[src/rtl/mpy_pkg.sv]
// Shared widths and state codes for the multiply/divide cores.
// Holds the 14x16 multiplier sizes alongside the 30/16 divider.
package mpy_pkg;
  localparam int MPY_NA = 14;
  localparam int MPY_NB = 16;

  localparam int NN   = 30;
  localparam int ND   = 16;
  localparam int LGNN = 5;

  localparam logic [1:0] S_IDLE = 2'd0;
  localparam logic [1:0] S_RUN  = 2'd1;
  localparam logic [1:0] S_DONE = 2'd2;

  typedef struct packed {
    logic [NN-1:0] q;
    logic [ND-1:0] r;
    logic          err;
    logic          aux;
  } udiv_res_t;
endpackage

[src/rtl/udiv_30x16_if.sv]
// Request/result bundle of the 30x16 divider.
// master: requester drives i_*; slave: divider drives o_*.
interface udiv_30x16_if;
  import mpy_pkg::*;
  logic          i_wr;
  logic [NN-1:0] i_n;
  logic [ND-1:0] i_d;
  logic          i_aux;
  logic          o_busy;
  logic          o_valid;
  logic [NN-1:0] o_q;
  logic [ND-1:0] o_r;
  logic          o_err;
  logic          o_aux;

  modport master (
    output i_wr, i_n, i_d, i_aux,
    input  o_busy, o_valid, o_q, o_r,
    input  o_err, o_aux
  );

  modport slave (
    input  i_wr, i_n, i_d, i_aux,
    output o_busy, o_valid, o_q, o_r,
    output o_err, o_aux
  );
endinterface

[src/rtl/udiv_step.sv]
// One restoring-division step: shift in a dividend bit, trial subtract.
// In: i_r partial remainder, i_bit next bit, i_d divisor. Out: o_r, o_q.
module udiv_step
  import mpy_pkg::*;
(
  input  logic [ND-1:0] i_r,
  input  logic          i_bit,
  input  logic [ND-1:0] i_d,
  output logic [ND:0]   o_r,
  output logic          o_q
);
  logic [ND:0]   w_t;
  logic [ND+1:0] w_diff;

  assign w_t    = {i_r, i_bit};
  // Top bit of the widened difference is the borrow-out.
  assign w_diff = {1'b0, w_t} - {2'b00, i_d};
  assign o_q    = ~w_diff[ND+1];
  assign o_r    = o_q ? w_diff[ND:0] : w_t;
endmodule

[src/rtl/udiv_30x16.sv]
// Iterative restoring divider, 30-bit by 16-bit, one bit per enabled cycle.
// Ports: i_clk, i_reset (sync, high), i_ce, bus (slave request/result).
module udiv_30x16
  import mpy_pkg::*;
(
  input  logic         i_clk,
  input  logic         i_reset,
  input  logic         i_ce,
  udiv_30x16_if.slave  bus
);
  localparam logic [LGNN-1:0] CNT_LAST = LGNN'(NN-1);

  logic [1:0]      r_state;
  logic [LGNN-1:0] r_cnt;
  logic [ND-1:0]   r_d;
  logic [NN-1:0]   r_qsh;
  logic [ND:0]     r_r;
  logic            r_aux;
  logic            r_err;
  logic            r_busy;
  logic            r_valid;
  udiv_res_t       r_res;

  logic [ND:0]     w_nr;
  logic            w_qb;
  logic            w_unused_r;

  // A kept remainder is always below D, so its top bit is never set.
  assign w_unused_r = r_r[ND];

  udiv_step u_step (
    .i_r   (r_r[ND-1:0]),
    .i_bit (r_qsh[NN-1]),
    .i_d   (r_d),
    .o_r   (w_nr),
    .o_q   (w_qb)
  );

  always_ff @(posedge i_clk) begin
    if (i_reset) begin
      r_state <= S_IDLE;
      r_cnt   <= '0;
      r_d     <= '0;
      r_qsh   <= '0;
      r_r     <= '0;
      r_aux   <= 1'b0;
      r_err   <= 1'b0;
      r_busy  <= 1'b0;
      r_valid <= 1'b0;
      r_res   <= '0;
    end else if (i_ce) begin
      r_valid <= 1'b0;
      unique case (r_state)
        S_IDLE: begin
          if (bus.i_wr) begin
            r_d     <= bus.i_d;
            r_qsh   <= bus.i_n;
            r_aux   <= bus.i_aux;
            r_r     <= '0;
            r_cnt   <= CNT_LAST;
            r_err   <= (bus.i_d == '0);
            r_busy  <= 1'b1;
            r_state <= (bus.i_d == '0) ? S_DONE : S_RUN;
          end
        end
        S_RUN: begin
          r_r   <= w_nr;
          r_qsh <= {r_qsh[NN-2:0], w_qb};
          if (r_cnt == '0) begin
            r_state <= S_DONE;
          end else begin
            r_cnt <= r_cnt - 1'b1;
          end
        end
        S_DONE: begin
          // Divide by zero reports all-ones quotient, zero remainder.
          r_res.q   <= r_err ? '1 : r_qsh;
          r_res.r   <= r_err ? '0 : r_r[ND-1:0];
          r_res.err <= r_err;
          r_res.aux <= r_aux;
          r_valid   <= 1'b1;
          r_busy    <= 1'b0;
          r_state   <= S_IDLE;
        end
        default: begin
          r_busy  <= 1'b0;
          r_state <= S_IDLE;
        end
      endcase
    end
  end

  assign bus.o_busy  = r_busy;
  assign bus.o_valid = r_valid;
  assign bus.o_q     = r_res.q;
  assign bus.o_r     = r_res.r;
  assign bus.o_err   = r_res.err;
  assign bus.o_aux   = r_res.aux;
endmodule

[src/flat_wrapper.sv]
// flat-port wrapper written by rule: the top's interface ports become plain ports
module udiv_30x16_flat import mpy_pkg::*;
  (i_clk, i_reset, i_ce, bus_i_wr, bus_i_n, bus_i_d, bus_i_aux, bus_o_busy, bus_o_valid, bus_o_q, bus_o_r, bus_o_err, bus_o_aux);
  udiv_30x16_if bus_i ();
  input  logic i_clk;
  input  logic i_reset;
  input  logic i_ce;
  input wire logic [$bits(bus_i.i_wr)-1:0] bus_i_wr;
  input wire logic [$bits(bus_i.i_n)-1:0] bus_i_n;
  input wire logic [$bits(bus_i.i_d)-1:0] bus_i_d;
  input wire logic [$bits(bus_i.i_aux)-1:0] bus_i_aux;
  output wire logic [$bits(bus_i.o_busy)-1:0] bus_o_busy;
  output wire logic [$bits(bus_i.o_valid)-1:0] bus_o_valid;
  output wire logic [$bits(bus_i.o_q)-1:0] bus_o_q;
  output wire logic [$bits(bus_i.o_r)-1:0] bus_o_r;
  output wire logic [$bits(bus_i.o_err)-1:0] bus_o_err;
  output wire logic [$bits(bus_i.o_aux)-1:0] bus_o_aux;
  assign bus_i.i_wr = bus_i_wr;
  assign bus_i.i_n = bus_i_n;
  assign bus_i.i_d = bus_i_d;
  assign bus_i.i_aux = bus_i_aux;
  assign bus_o_busy = bus_i.o_busy;
  assign bus_o_valid = bus_i.o_valid;
  assign bus_o_q = bus_i.o_q;
  assign bus_o_r = bus_i.o_r;
  assign bus_o_err = bus_i.o_err;
  assign bus_o_aux = bus_i.o_aux;
  udiv_30x16 u_core (.i_clk(i_clk), .i_reset(i_reset), .i_ce(i_ce), .bus(bus_i));
endmodule
[config.mk]
export PLATFORM = sky130hd
export DESIGN_NAME = udiv_30x16_flat
export DESIGN_NICKNAME = d
export VERILOG_FILES = /design/src/rtl/mpy_pkg.sv /design/src/rtl/udiv_30x16_if.sv /design/src/rtl/udiv_step.sv /design/src/rtl/udiv_30x16.sv /design/src/flat_wrapper.sv
export SDC_FILE = /design/constraint.sdc
export NUM_CORES = 1
export LEC_CHECK = 0
export CAP_MARGIN = 15
export CELL_PAD_IN_SITES_DETAIL_PLACEMENT = 0
export CELL_PAD_IN_SITES_GLOBAL_PLACEMENT = 1
export CORE_MARGIN = 3
export CORE_UTILIZATION = 42
export DETAILED_ROUTE_END_ITERATION = 6
export HOLD_SLACK_MARGIN = 0.06
export MAX_ROUTING_LAYER = met4
export PLACE_DENSITY_LB_ADDON = 0.1
export RECOVER_POWER = 25
export SYNTH_ARGS = -nofsm -noshare
export SYNTH_HDL_FRONTEND = slang
export SYNTH_SLANG_ARGS = --single-unit
export TNS_END_PERCENT = 10
[constraint.sdc]
create_clock -name i_clk -period 4.7 [get_ports i_clk]
set_input_delay 0.94 -clock i_clk [delete_from_list [all_inputs] [get_ports i_clk]]
set_output_delay 0.94 -clock i_clk [all_outputs]
set_load 0.1 [all_outputs]
=== Yosys cells after proc, flatten, opt, wreduce, memory -nomap -nowiden ===
Index checks and enable logic that the tools add are counted.
Widths: inputs -> output; s select.

* Add/subtract/negate cells: 2
* Equal/unequal tests: 5
* Mux-type cells: 17
* Bitwise logic cells: 2
* Reduce and logical (&&, ||, !) cells: 10

{| class="wikitable"
|+ Operator list
! cell !! number
|-
| $mux 30 || 2
|-
| $pmux 30 s2 || 1
|-
| $mux 16 || 3
|-
| $pmux 16 s2 || 1
|-
| $sub 17x16->18 || 1
|-
| $logic_not 16->1 || 1
|-
| $reduce_and 3->1 || 4
|-
| $mux 5 || 2
|-
| $pmux 5 s2 || 1
|-
| $mux 2 || 3
|-
| $logic_not 5->1 || 1
|-
| $sub 5x1->5 const B || 1
|-
| $ne 2x2->1 const B || 2
|-
| $pmux 2 s2 || 1
|-
| $reduce_and 4->1 || 1
|-
| $eq 2x1->1 const B || 1
|-
| $eq 2x2->1 const B || 1
|-
| $logic_not 2->1 || 1
|-
| $mux 1 || 2
|-
| $ne 2x1->1 const B || 1
|-
| $not 1->1 || 2
|-
| $pmux 1 s2 || 1
|-
| $reduce_and 2->1 || 1
|-
| $reduce_bool 2->1 || 1
|}

* Bits in registers: 121
* Input bits: 51
* Output and inout port bits: 50
* Logic and storage cells: 49

=== Longest topological paths before layout ===
Gate-level depths: netlist of run 1.

* Depth in word-level cells: 4
* Depth in mapped cells: 11
* Mapped depth without buffers: 11

=== Cells and area by module ===
From an unflattened synthesis of run 1, not the netlist that was laid out.

* Cell total of the unflattened synthesis: 683
* Area, all modules: 5825.6 µm²

{| class="wikitable"
|+ Modules (own cells, without submodules)
! module !! instances !! cells each !! area an instance (µm²) !! seq. area each (µm²)
|-
| udiv_30x16 || 1 || 536 || 4694.5 || 2422.3
|-
| udiv_step || 1 || 147 || 1131.1 || 0.0
|}

=== Worst setup path before layout of run 1 ===
No wires, ideal clock.

* Path type: register to register
* From: register u_core.r_d[10]
* To: register u_core.r_r[2]
* Library setup time: 0.117 ns
* Arrival: 2.209 ns
* Data required time: 4.583 ns
* Setup slack: 2.375 ns
* Stages on the path, launching flop included: 11
* Buffers on the path: 1
* Period minus slack after synthesis: 2.325 ns
* Cells stage by stage: dfxtp_1 -> inv_1 -> ha_1 -> a21o_1 -> a31oi_1 -> nor2_1 -> a2111oi_4 -> a21boi_4 -> buf_6 -> o21ai_1 -> a22o_1

* Cells in the longest elaborated chain, start to end: 3

{| class="wikitable"
|+ RTL lines
! what !! RTL line !! source
|-
| start, declared || udiv_30x16.sv:15 || <nowiki>logic [ND-1:0] r_d;</nowiki>
|-
| start signal, assigned || udiv_30x16.sv:56 || <nowiki>r_d <= bus.i_d;</nowiki>
|-
| $sub 17x16->18 || udiv_step.sv:17 || <nowiki>assign w_diff = {1'b0, w_t} - {2'b00, i_d};</nowiki>
|-
| $mux 16 || udiv_step.sv:19 || <nowiki>assign o_r = o_q ? w_diff[ND:0] : w_t;</nowiki>
|-
| $pmux 16 s2 || udiv_30x16.sv:53 || <nowiki>unique case (r_state)</nowiki>
|-
| end signal, assigned || udiv_30x16.sv:67 || <nowiki>r_r <= w_nr;</nowiki>
|-
| end, declared || udiv_30x16.sv:17 || <nowiki>logic [ND:0] r_r;</nowiki>
|}

Every way passes these cells.
A chain may end at the register's enable or synchronous reset.

=== Final worst setup path of run 1 ===
* From: input i_ce
* To: register u_core.r_d[4]

* Cells in the longest elaborated chain, start to end: 1

{| class="wikitable"
|+ RTL lines
! what !! RTL line !! source
|-
| start, declared || flat_wrapper.sv:7 || <nowiki>input logic i_ce;</nowiki>
|-
| $reduce_and 3->1 (no line) || - ||
|}

Every way passes these cells.

==> results by group, run 1 <==
CTS
  • Post-CTS Setup Repair Bufs: 0
  • H-tree depth: 4
  • Post-CTS Hold Fix Bufs: 0
  • Clk slew on worst S/H paths: 0.05 ns
  • Post-CTS sizing: 0
  • Clk Latency, worst-skew pair: ~0.42 ns
  • CTS tree: built
  • Max Buffers Root-to-Sink: 2
  • Clock root buffer: clkbuf_16
  • CTS Sinks: between 100 and 150
  • CTS Buf Count: 17

Logic synthesis
  • Unique masters post-synth: 46
  • Register area share after synthesis: 0.4372
  • Cell taking the most area after synthesis: dfxtp_1
  • Prevailing post-synth register cell: dfxtp_1
  • Ys Warns: 0
  • Synth Net Count: roughly 740
  • Syn Area/Cell: between 8 and 9 µm²
  • Syn Inst Count: around 670
  • Top cells by area, synth: dfxtp_1, nor3_1, mux2i_1
  • Synth Cell Area: 5540 µm²
  • Flops & latches, synth: between 100 and 150
  • Synth async-reset ratio: 0
  • Post-synth EDFFs: 0
  • Top-area cell type share of the netlist area: 0.4372

Detailed routing
  • Drt total wl: between 10 and 15 mm
  • WL/cell: between 15 and 20 µm
  • Via count: between 4k and 5k
  • Initial DRC Count: around 350
  • Vias per cell: around 5.2
  • DRT antenna net count: 0
  • First drt pass iteration count: 5
  • DRC Markers: 0

Timing
  • Post-route minimum period: 3.329 ns
  • Final setup margin: around 1.4 ns
  • Setup violators final: 0
  • Period utilisation layout: 0.7084
  • Unrepaired setup endpoints after global routing: false
  • Worst slew pin tran: roughly 1.9 ns
  • Final Hold Viols: 0
  • Max Clk Rate: ~300 MHz
  • Clock skew: 0.007260 ns
  • Max-slew headroom: -0.2806
  • Final Max Slew Viols: 70
  • Setup TNS: 0 ns

Power and ir drop
  • Power density over the cells: roughly 400 nW/µm²
  • Switching power share of the total: 0.2799
  • Seq pwr share: 0.388
  • Clock network fraction of design power: 0.432
  • Pint: roughly 0.0021 W
  • Switching power: between 0.0008 and 0.0009 W
  • Comb power frac: 0.180
  • Maximum vdd ir drop: 0.2326 mV
  • Total power draw: 0.002897 W
  • LEAKAGE: roughly 2.8 nW

Setup path
  • CP Cell Sequence: dlygate4sd3_1 -> nand2b_1 -> nor3b_1 -> nand2_1 -> a21oi_1
  • Critical Path AT: 3.67 ns
  • Slowest CP cell: nor3b_1
  • Worst Path Buf+Inv: 1
  • Worst setup EP type: flip-flop
  • Crit path launch type: input pin
  • CP required: slightly above 5 ns
  • CP delay by family, top: simple AND/OR/NAND/NOR gates
  • CP max stage delay: between 1.5 and 2 ns
  • Crit-path max FO: 18
  • R2R Setup Slk: between 1 and 1.5 ns
  • Worst Path Class, Setup: in2reg

Die
  • Total core area: between 10,000 and 15,000 µm²
  • # rows: roughly 40
  • Initial Util: 0.4337
  • Die span in y: roughly 120 µm
  • Die X: 120.9 µm
  • Boundary Pins: ~100
  • Die area: approximately 15,000 µm²

Place
  • Setup WS pre-CTS: 1.639 ns
  • Final GP Congestion: between 0.8 and 0.9
  • PortBufs: 100
  • Hpwl dp: approximately 9.4 mm

Finish
  • Final Net Count: about 810
  • Filler Cell Count: roughly 1.2k
  • Syn-to-layout area delta: 29.36%
  • Core Util, Final: 0.5611
  • Share of cells above drive strength 1: 0.05423
  • Antenna Cells: 0

Outcome
  • Status: complete, but fails checks
  • Failing checks: max-capacitance violations, max-slew violations

Global route
  • Total Routing Usage GR: 0.2027
  • Initial antenna violation count: 0
  • Largest net degree at the start of global routing: between 60 and 70
  • First-pass GRT wire length: approximately 23 mm
  • GR Overflow Total: 0
  • Number of global-route vias before repair: 4,644

Worst hold path
  • HP Class: reg2reg

Job
  • # Max-Cap Violations: 2
## power groups by stage
stage                     registers [W]  clock network [W]  logic [W]
after floorplan                 0.00117                  0   0.000371
after global placement          0.00114                  0   0.000520
after detailed placement        0.00115                  0   0.000527
after CTS                       0.00112            0.00127   0.000529
after global routing            0.00113            0.00132   0.000577
final                           0.00112            0.00125   0.000522
## area by class of cell
type,instances,area (µm²),area share
Timing Repair Buffer,105,1036,0.1446
Multi-Input combinational cell,476,2844,0.3968
Sequential cell,121,2422,0.3380
Clock buffer,22,464.2,0.06477
Clock inverter,9,98.84,0.01379
Inverter,23,86.33,0.01205
Tap cell,172,215.2,0.03003
## synth_stat cells (3+ instances only)
cell / n
ha_1: 18
a211oi_1: 31
a32oi_1: 6
a21oi_1: 53
nor3b_1: 3
xnor2_1: 4
clkbuf_1: 38
o21ai_1: 8
nand2b_1: 3
xor2_1: 9
dfxtp_1: 121
a21o_1: 5
nor2b_1: 4
nand2_1: 76
inv_1: 23
nand3_1: 5
nor3_1: 70
mux2i_1: 31
buf_1: 4
a31oi_1: 4
nand3b_1: 16
nor4_1: 4
nor2_1: 81
o21ai_0: 14
a22o_1: 9
## metrics by stage
stage               hold WS (ns)  cells  area (µm²)
floorplan                 0.4322    665        5540
global placement          0.4389    897        6630
detailed placement        0.4452    897        6630
CTS                       0.4547    928        7193
global route              0.4708    928        7167
finish                    0.4527    928        7167
## layer usage
layer  track usage  wire length [µm]  vias up
met5             -                 0        -
met4       0.07365               233        0
met3       0.04662               538       21
met2        0.3046              6382      107
met1        0.2684              6947     2250
li1              -                 -     2486
## final timing paths
check                                               startpoint                        endpoint  cells after the start
worst max register to register      u_core.r_r[9]$_SDFFE_PP0P_    u_core.r_qsh[0]$_SDFFE_PP0P_                      9
worst max-delay path                                      i_ce      u_core.r_d[4]$_SDFFE_PP0P_                      5
worst min register to register  u_core.bus.o_r[4]$_SDFFE_PP0P_  u_core.bus.o_r[4]$_SDFFE_PP0P_                      2
worst min-delay path            u_core.bus.o_r[4]$_SDFFE_PP0P_  u_core.bus.o_r[4]$_SDFFE_PP0P_                      2
## cell usage in the layout (no fill, tap or decap), types with 2 or more instances in the layout
cell             count
a211oi_1            31
a21o_1               5
a21oi_1             53
a22o_1               9
a31oi_1              4
a32oi_1              6
buf_4                6
bufinv_16            2
clkbuf_1             3
clkbuf_16           17
clkbuf_8             2
clkdlybuf4s50_1     97
clkinv_2             6
dfxtp_1            121
dlygate4sd3_1        2
ha_1                18
inv_1               23
mux2i_1             31
nand2_1             76
nand2b_1             2
nand3_1              5
nand3b_1            16
nor2_1              80
nor2b_1              4
nor3_1              70
nor3b_1              2
nor4_1               4
o21a_1               2
o21ai_0             14
o21ai_1              8
or2b_1               2
or3_1                2
xnor2_1              4
xor2_1               9
## logic make-up (layout without fill, tap and decap cells)
kind of cell / after synthesis / in the layout / share of synthesized area
AOI/OAI and AO/OA: 142 / 142 / 0.1685
xor gates and xnor gates: 13 / 13 / 0.02055
adders and majority gates: 19 / 19 / 0.04426
buffers and inverters: 68 / 159 / 0.04900
DFF: 121 / 121 / 0.4372
muxes: 31 / 31 / 0.05601
and+or+nand+nor: 271 / 271 / 0.2245
## state kept, by name, summed over array words and instances (netlist names), 2 cells and up
register and flops:
u_core.bus.o_q 30, u_core.r_cnt 5, u_core.r_qsh 30, u_core.bus.o_r 16, u_core.r_r 16, u_core.r_state 2, u_core.r_d 16
## worst min-delay path, stage by stage (launching register included)
cell and delay [ns]:
dfxtp_1 0.30, nand2_1 0.05, a21oi_1 0.05
Note: power is estimated with default switching activity, not from simulation.
==> run 2: changes to the inputs <==
- CORE_UTILIZATION: 42 -> 39
- clock period: 4.7 -> 3.3 ns (I/O delays scaled with it)
==> results by group, run 2 (same netlist as run 1, synthesis figures left out) <==
Die
  • Total core area: 13,560 µm² (was 12,770 µm²)
  • Initial Util: 0.4086 (was 0.4337)
  • Die X: 125.2 µm (was 120.9 µm)
  • Die area: 15,670 µm² (was 14,610 µm²)
  • Die span in y: 125.2 µm (was 120.9 µm)
  • # rows: 42 (was 41)
  • Boundary Pins: 101 (unchanged)

Finish
  • Antenna Cells: 0 (unchanged)
  • Final Net Count: 821 (was 814)
  • Post-route cell area: 6995 µm² (was 7167 µm²)
  • Filler Cell Count: 1,313 (was 1,176)
  • Core Util, Final: 0.5160 (was 0.5611)
  • Commonest non-fill, non-tap cells in the layout: dfxtp_1, nor2_1, nand2_1 (was dfxtp_1, clkdlybuf4s50_1, nor2_1)
  • FF/Latch Area: 2422 µm² (unchanged)
  • Most common cell after layout, fill and taps aside: dfxtp_1 (unchanged)
  • Share of cells above drive strength 1: 0.07733 (was 0.05423)
  • Syn-to-layout area delta: 26.26% (was 29.36%)
  • Final Instance Count excl. Fillers: 939 (was 928)
  • Multi-input gate area: 2870 µm² (was 2844 µm²)

Setup path
  • Crit path launch type: flip-flop (was input pin)
  • Worst Path Class, Setup: reg2reg (was in2reg)
  • CP required: 3.61 ns (was 5.04 ns)
  • FF-to-FF path depth: 10 (was 9)
  • Crit-path max FO: 15 (was 18)
  • Worst setup EP type: flip-flop (unchanged)
  • Critical Path AT: 3.09 ns (was 3.67 ns)

Timing
  • Max Clk Rate: approximately 360 MHz
  • Setup TNS: 0 ns (unchanged)
  • Final Hold Viols: 0 (unchanged)
  • Period utilisation layout: 0.8430
  • Setup violators final: 0 (unchanged)
  • Post-route minimum period: 2.782 ns
  • Worst slew pin tran: 1.226 ns (was 1.917 ns)
  • Final Max Slew Viols: 0 (was 70)
  • Max-slew headroom: 0.1861 (was -0.2806)
  • Unrepaired setup endpoints after global routing: false (unchanged)
  • Clock skew: 0.006092 ns (was 0.007260 ns)

CTS
  • Post-CTS Hold Fix Bufs: 0 (unchanged)
  • CTS tree: built (unchanged)
  • CTS Sinks: 121 (unchanged)
  • CTS Buf Count: 17 (unchanged)
  • Clk slew on worst S/H paths: 0.06 ns (was 0.05 ns)
  • Clock root buffer: clkbuf_16 (unchanged)
  • Clk Latency, worst-skew pair: 0.42 ns (about the same)
  • Post-CTS sizing: 0 (unchanged)
  • H-tree depth: 4 (unchanged)
  • Post-CTS Setup Repair Bufs: 0 (unchanged)
  • Max Buffers Root-to-Sink: 2 (unchanged)

Outcome
  • Status: finished clean (was complete, but fails checks)

Job
  • # Max-Cap Violations: 0 (was 2)

Worst hold path
  • WHS Path Cells: 2 (unchanged)
  • HP Class: reg2reg (unchanged)

Detailed routing
  • DRT antenna net count: 0 (unchanged)
  • Initial DRC Count: 299 (was 348)
  • Drt total wl: 14.98 mm (was 14.10 mm)
  • WL/cell: 15.96 µm (was 15.20 µm)
  • First drt pass iteration count: 5 (unchanged)
  • Via count: 4,938 (was 4,864)
  • Vias per cell: 5.259 (was 5.241)
  • DRC Markers: 0 (unchanged)

Global route
  • Number of global-route vias before repair: 4,844 (was 4,644)
  • Initial antenna violation count: 0 (unchanged)
  • Total Routing Usage GR: 0.1973 (was 0.2027)
  • GR Overflow Total: 0 (unchanged)
  • Largest net degree at the start of global routing: 63 (unchanged)
  • First-pass GRT wire length: 24.46 mm (was 23.00 mm)

Place
  • Placement Cell Area: 6575 µm² (was 6630 µm²)
  • Hpwl dp: 10.21 mm (was 9.361 mm)
  • PortBufs: 100 (unchanged)
  • Placed insts: 908 (was 897)
  • Final GP Congestion: 0.8646 (was 0.8673)

Power and ir drop
  • Power density over the cells: 596.6 nW/µm² (was 404.2 nW/µm²)
  • Maximum vdd ir drop: 0.3691 mV (was 0.2326 mV)
  • LEAKAGE: 2.743 nW (was 2.771 nW)
## run 2: cell types whose count changed in the layout (fill, tap and decap cells not counted), sizes merged
cell           previous run  this run
buf                       6        22
clkbuf                   22        65
clkdlybuf4s50            97        48
clkinv                    7         5
dlygate4sd3               2         1
## run 2: layer usage
layer	global-route usage	up-vias	wire (µm)
met1	0.2282	2324	6565
met3	0.06525	11	796
met5	-	-	0
met2	0.3319	95	7482
met4	0.04974	0	140
li1	-	2508	-
## run 2: worst paths after layout
check                                                     from                        endpoint  slack [ns]
worst max-delay path               u_core.r_d[10]$_SDFFE_PP0P_      u_core.r_r[3]$_SDFFE_PP0P_        0.52
worst min-delay path            u_core.bus.o_r[5]$_SDFFE_PP0P_  u_core.bus.o_r[5]$_SDFFE_PP0P_        0.45
worst max register to register     u_core.r_d[10]$_SDFFE_PP0P_      u_core.r_r[3]$_SDFFE_PP0P_        0.52
worst min register to register  u_core.bus.o_r[5]$_SDFFE_PP0P_  u_core.bus.o_r[5]$_SDFFE_PP0P_        0.45
## run 2: power by group
| group | internal, W | leakage (nW) | switching (W) |
|---|---|---|---|
| logic | 0.000305 | 1.47 | 0.000463 |
| clock network | 0.00116 | 0.284 | 0.000640 |
| registers | 0.00154 | 0.985 | 0.0000643 |
| total | 0.00301 | 2.74 | 0.00117 |
## run 2: stage by stage
stage	setup slack [ns]	hold slack, ns	total power (W)
after floorplan	0.9747	0.4322	0.002200
after global placement	0.6038	0.4417	0.002394
after detailed placement	0.5631	0.4450	0.002404
after CTS	0.5107	0.4518	0.004227
after global routing	0.3352	0.4665	0.004363
final	0.5182	0.4482	0.004174
## run 2: area by class of cell
| cell class | count | area share |
|---|---|---|
| inverters | 23 | 0.01234 |
| well taps | 176 | 0.03148 |
| multi-input cells | 476 | 0.4103 |
| repair buffers | 112 | 0.1175 |
| clock buffers | 24 | 0.06886 |
| flip-flops and latches | 121 | 0.3463 |
| clock inverters | 7 | 0.01324 |
## run 2: worst max-delay path, stage by stage (launching register included)
cell       delay, ns
dfxtp_1         0.32
inv_1           0.05
ha_1            0.36
a21o_1          0.22
a31oi_1         0.20
nor2_1          0.10
a2111oi_4       0.40
a21boi_4        0.45
buf_4           0.28
o31ai_1         0.09
a22o_1          0.20
